File: src/rtl/sdram_burst_responder.sv
`timescale 1ns/1ps
`default_nettype none
// ============================================================================
// Module   : sdram_burst_responder
// Purpose  : Fetches one BURST_LEN-word read burst through a pipelined backend
//            into a local buffer, then streams it back to the client.
// Revision : 1.0 - initial release
// ============================================================================
module sdram_burst_responder #(
   parameter int BURST_LEN       = 64,
   parameter int MAX_OUTSTANDING = 4
) (
   input  logic        clk_i,
   input  logic        rst_ni,
   input  logic        cmd_valid_i,
   output logic        cmd_ready_o,
   input  logic        cmd_rd_i,
   input  logic [23:0] cmd_addr_x16_i,
   output logic        rdy_o,
   output logic        resp_valid_o,
   output logic [15:0] resp_rdata_o,
   input  logic        ack_i,
   output logic        mem_req_o,
   output logic [23:0] mem_addr_o,
   input  logic        mem_gnt_i,
   input  logic        mem_rvalid_i,
   input  logic [15:0] mem_rdata_i,
   output logic        err_o
);

   localparam int AW = $clog2(BURST_LEN);
   localparam int CW = AW + 1;

   localparam logic [1:0] c_IDLE     = 2'd0;
   localparam logic [1:0] c_FETCH    = 2'd1;
   localparam logic [1:0] c_STREAM   = 2'd2;
   localparam logic [1:0] c_WAIT_ACK = 2'd3;

   localparam logic [CW-1:0] c_BURST_CNT = CW'(BURST_LEN);
   localparam logic [CW-1:0] c_LAST_RX   = CW'(BURST_LEN - 1);
   localparam logic [3:0]    c_MAX_OUT   = 4'(MAX_OUTSTANDING);

   logic [1:0]    r_state, w_state_d;
   logic [23:0]   r_base, w_base_d;
   logic [CW-1:0] r_req_cnt, w_req_cnt_d;
   logic [CW-1:0] r_rx_cnt, w_rx_cnt_d;
   logic [CW-1:0] r_idx, w_idx_d;
   logic [3:0]    r_out_cnt, w_out_cnt_d;
   logic [AW-1:0] w_rd_ptr;
   logic [15:0]   r_buf [BURST_LEN];

   logic          r_cmd_ready, w_cmd_ready_d;
   logic          r_mem_req, w_mem_req_d;
   logic [23:0]   r_mem_addr, w_mem_addr_d;
   logic          r_resp_valid, w_resp_valid_d;
   logic [15:0]   r_resp_rdata, w_resp_rdata_d;
   logic          r_err, w_err_d;

   logic          w_cmd_fire, w_gnt_ok, w_rx_ok;
   logic          w_unused_cmd_rd;

   assign w_unused_cmd_rd = cmd_rd_i;
   assign w_cmd_fire      = cmd_valid_i & r_cmd_ready;
   assign w_gnt_ok        = r_mem_req & mem_gnt_i;
   // A return is only legal while fetching with a request actually in flight.
   assign w_rx_ok         = mem_rvalid_i & (r_state == c_FETCH) & (r_out_cnt != 4'd0);

   always_ff @(posedge clk_i or negedge rst_ni) begin
      if (!rst_ni) r_state <= c_IDLE;
      else         r_state <= w_state_d;
   end

   always_comb begin
      w_state_d = r_state;
      case (r_state)
         c_IDLE:     if (w_cmd_fire) w_state_d = c_FETCH;
         c_FETCH:    if (w_rx_ok && (r_rx_cnt == c_LAST_RX)) w_state_d = c_STREAM;
         c_STREAM:   if (r_idx == c_BURST_CNT) w_state_d = c_WAIT_ACK;
         c_WAIT_ACK: if (ack_i) w_state_d = c_IDLE;
         default:    w_state_d = c_IDLE;
      endcase
   end

   // Outputs are registered, so everything is computed from next-cycle values.
   always_comb begin
      w_base_d = r_base;
      if (r_state == c_IDLE) begin
         w_req_cnt_d = '0;
         w_rx_cnt_d  = '0;
         w_out_cnt_d = 4'd0;
         if (w_cmd_fire) w_base_d = cmd_addr_x16_i;
      end else begin
         w_req_cnt_d = r_req_cnt + CW'(w_gnt_ok);
         w_rx_cnt_d  = r_rx_cnt + CW'(w_rx_ok);
         w_out_cnt_d = r_out_cnt + 4'(w_gnt_ok) - 4'(w_rx_ok);
      end
      w_rd_ptr       = (r_state == c_STREAM) ? r_idx[AW-1:0] : '0;
      w_resp_valid_d = (w_state_d == c_STREAM);
      w_idx_d        = w_resp_valid_d ? ({1'b0, w_rd_ptr} + CW'(1)) : '0;
      w_resp_rdata_d = w_resp_valid_d ? r_buf[w_rd_ptr] : r_resp_rdata;
      w_cmd_ready_d  = (w_state_d == c_IDLE);
      w_mem_req_d    = (w_state_d == c_FETCH) && (w_req_cnt_d < c_BURST_CNT)
                       && (w_out_cnt_d < c_MAX_OUT);
      w_mem_addr_d   = w_base_d + 24'(w_req_cnt_d);
      w_err_d        = r_err | (ack_i & (r_state != c_WAIT_ACK)) | (mem_rvalid_i & ~w_rx_ok);
   end

   always_ff @(posedge clk_i or negedge rst_ni) begin
      if (!rst_ni) begin
         r_base       <= 24'd0;
         r_req_cnt    <= '0;
         r_rx_cnt     <= '0;
         r_idx        <= '0;
         r_out_cnt    <= 4'd0;
         r_cmd_ready  <= 1'b0;
         r_mem_req    <= 1'b0;
         r_mem_addr   <= 24'd0;
         r_resp_valid <= 1'b0;
         r_resp_rdata <= 16'd0;
         r_err        <= 1'b0;
      end else begin
         r_base       <= w_base_d;
         r_req_cnt    <= w_req_cnt_d;
         r_rx_cnt     <= w_rx_cnt_d;
         r_idx        <= w_idx_d;
         r_out_cnt    <= w_out_cnt_d;
         r_cmd_ready  <= w_cmd_ready_d;
         r_mem_req    <= w_mem_req_d;
         r_mem_addr   <= w_mem_addr_d;
         r_resp_valid <= w_resp_valid_d;
         r_resp_rdata <= w_resp_rdata_d;
         r_err        <= w_err_d;
      end
   end

   always_ff @(posedge clk_i) begin
      if (w_rx_ok) r_buf[r_rx_cnt[AW-1:0]] <= mem_rdata_i;
   end

   assign cmd_ready_o  = r_cmd_ready;
   assign rdy_o        = r_cmd_ready;
   assign mem_req_o    = r_mem_req;
   assign mem_addr_o   = r_mem_addr;
   assign resp_valid_o = r_resp_valid;
   assign resp_rdata_o = r_resp_rdata;
   assign err_o        = r_err;

endmodule
`default_nettype wire
File: config.mk
export PLATFORM = sky130hd
export DESIGN_NAME = sdram_burst_responder
export DESIGN_NICKNAME = d
export VERILOG_FILES = /design/src/rtl/sdram_burst_responder.sv
export SDC_FILE = /design/constraint.sdc
export NUM_CORES = 1
export LEC_CHECK = 0
export CORE_MARGIN = 10
export CORE_UTILIZATION = 50
export DETAILED_ROUTE_END_ITERATION = 6
export PLACE_DENSITY = 0.74
export SETUP_SLACK_MARGIN = 0.5
export SYNTH_ARGS = -nofsm -noshare
export SYNTH_HDL_FRONTEND = slang
export SYNTH_SLANG_ARGS = --single-unit
File: constraint.sdc
create_clock -name clk_i -period 3.8 [get_ports clk_i]
set_input_delay 1.14 -clock clk_i [delete_from_list [all_inputs] [get_ports clk_i]]
set_output_delay 1.14 -clock clk_i [all_outputs]
set_load 0.05 [all_outputs]
==> results_dict.tcl, run 1 <==
set metrics [dict create \
    cts_hold_buf 0 \
    start_kind "register" \
    avgSynthCellArea_sq_um 16.1 \
    syn-num-nets 2847 \
    final_cell_mix "edfxtp_1 (1,024), buf_4 (194), nor2_1 (171), mux2i_1 (149), nand2_1 (141)" \
    numCtsBuffers 110 \
    route.detailed.drc 4 \
    r2r_slack_ns 0.52 \
    insertion_delay_ns 0.69 \
    antennaDiodeCount 0 \
    timing.final.crit_share_pct 86.3 \
    max_slew_margin_pct 25.0 \
    period_needed_ns 3.28 \
    synth_area_sq_um 44600 \
    globalRouteOverflowTotal 0 \
    ios 92 \
    dieHeight_um 319 \
    grt_pass1_wl_um 179000 \
    ir_drop_v 0.000540 \
    die_area_sq_um 102000 \
    min_to "r_base[3]" \
    clk_path_buf_depth 3 \
    cp-end-kind "register" \
    fmax_ghz 0.305 \
    crit_cells 7 \
    finalSetupViolCount 0 \
    rsz0062_at_grt "no" \
    fin_nets 3097 \
    report.final.slew_viol_count 0 \
    layout-drive-gt1-share_pct 18.2 \
    design.core.area_sq_um 88500 \
    power.leakage_uw 0.0171 \
    critical_path_class "reg -> reg" \
    cts_sinks 1119 \
    grt_pass1_vias 27400 \
    outcome "complete, but fails checks" \
    layout_setup_ws_ns 0.522 \
    syn_to_final_growth_pct 16.8 \
    grt_max_degree 85 \
    hold_class "reg -> reg" \
    synth_edf_count 1024 \
    port_buffers 90 \
    setup_tns_ns 0 \
    cellPowerDensity_nw_per_um2 527 \
    die_w_um 319 \
    place_ws_ns -0.364 \
    crit_fanout 18 \
    antenna_found_initial 7 \
    cts_tree "done" \
    routed-via-count 27700 \
    rows 109 \
    slowest_delay_ns 0.68 \
    maxCapViolations 0 \
    critPathSlowestCell "nand4bb_2" \
    yosys_warnings 0 \
    dp_hpwl_um 74400 \
    critical_path_arrival_ns 3.86 \
    hold_start "r_base[3]" \
    worstPathRequired_ns 4.38 \
    start_util_pct 50.4 \
    cpLargestDelayFamily "compound AO/OA/AOI/OAI gates" \
    track_usage_pct 23.3 \
    synth_cell_type_count 80 \
    viasPerCell 6.45 \
    ant_nets 0 \
    tightest_slew_ns 1.13 \
    wl_um 122000 \
    hold_viol_final 0 \
    skew_ns 0.0418 \
    critPathBufInv 1 \
    clk_pin_slew_ns 0.06 \
    wl_per_cell_um 28.4 \
    reg2reg_depth 7 \
    final_util_pct 58.9 \
    fin_area_sq_um 52100 \
    ys_seq_elements 1119 \
    drtIter0Drc 3907 \
    hold_depth 1 \
    synthCells 2781 \
    violations "DRC" \
    crit_chain "nand4bb_2 -> buf_4 -> o221ai_1 -> a31oi_1 -> o31ai_1 -> a22oi_1 -> a211o_1" \
    synth_seq_area_share_pct 74.2 \
    placed_cell_area_sq_um 48400 \
    drt-pass1-iter-count 7 \
    final_common_cell "edfxtp_1" \
    finalPower_uw 27500 \
    postSynth.asyncResetShare_pct 8.49 \
    timing.rr.start "r_idx[0]" \
    root_buffer "clkbuf_16" \
    cts_htree_levels 3 \
    gp_congestion 0.932 \
    r2r_end "resp_rdata_o[1]" \
    ys.flop_type "edfxtp_1" \
]
cell usage after synthesis (all sizes together), types with 31 or more instances:
master	instances	area (sq um)
o211ai	36	270
mux4	31	698
nand2	142	533
a2111oi	39	342
a221oi	33	289
o22ai	78	488
buf	113	638
o221ai	72	631
a21oi	102	510
clkbuf	80	302
edfxtp	1024	30700
and2	32	200
mux2	66	743
nand2b	38	238
o21ai	57	285
a31oi	35	219
mux2i	149	1490
dfrtp	95	2380
inv	32	120
nor2	175	662
state kept, by name, indices dropped and copies added (netlist names):
| signal | count |
|---|---|
| r_rx_cnt | 7 |
| err_o | 1 |
| mem_req_o | 1 |
| r_state | 2 |
| r_buf | 1024 |
| mem_addr_o | 24 |
| r_out_cnt | 4 |
| r_base | 24 |
| r_req_cnt | 7 |
| resp_rdata_o | 16 |
| resp_valid_o | 1 |
| r_idx | 7 |
| cmd_ready_o | 1 |
metrics by stage:
step | std cells | hold slack (ns)
after floorplan | 2781 | 0.474
final | 4293 | 0.506
after CTS | 4292 | 0.512
after global routing | 4293 | 0.526
after global placement | 4079 | 0.492
after detailed placement | 4079 | 0.485
area by class of cell:
| cell class | instances | area, sq um |
|---|---|---|
| clock buffer | 150 | 3000 |
| clock inverter | 59 | 609 |
| fill | 6271 | 36400 |
| inverter | 34 | 129 |
| multi-input combinational | 1436 | 10600 |
| sequential | 1119 | 33100 |
| tap | 1165 | 1460 |
| timing repair buffer | 330 | 3170 |
report_power, final:
part | internal [uW] | switching (uW)
sequential | 13900 | 217
combinational | 881 | 1640
clock | 6230 | 4590
total | 21000 | 6440
repair_timing:
action / 4_1_cts / 5_1_grt
setup endpoints to repair: 19 / 17
cloned: 1 / 0
hold endpoints to repair: 0 / 0
gates resized for setup: 23 / 8
setup buffers: 3 / 0
pin swaps: 7 / 4
per-layer routing:
metal	GRT usage [%]	wire, um
met1	31.7	46100
met2	35.6	55400
met3	5.73	15400
met4	9.62	4840
met5	0	57
logic make-up after synthesis:
logic type	synth area share, %
adders and majority gates	0.566
DFF	74.2
xor gates and xnor gates	0.687
buffers and inverters	2.39
muxes	6.57
and+or+nand+nor	5.50
AOI/OAI and AO/OA	10.1
how the worst max path moves through the flow:
stage	start	endpoint	slack [ns]
3_5_place_dp	cmd_valid_i	mem_addr_o[10]	-0.36
4_1_cts	r_state[1]	resp_rdata_o[13]	0.40
2_1_floorplan	cmd_valid_i	mem_addr_o[10]	0.03
6_report	r_idx[0]	resp_rdata_o[1]	0.52
5_1_grt	r_idx[2]	resp_rdata_o[0]	0.51
3_3_place_gp	cmd_valid_i	mem_addr_o[10]	-0.33
(Power assumes the default switching activity.)
==> run 2: changes to the inputs <==
- GPL_TIMING_DRIVEN: unset -> 1
==> results of run 2 <==
No change in the layout: final DEF, timing and power equal those of run 1.
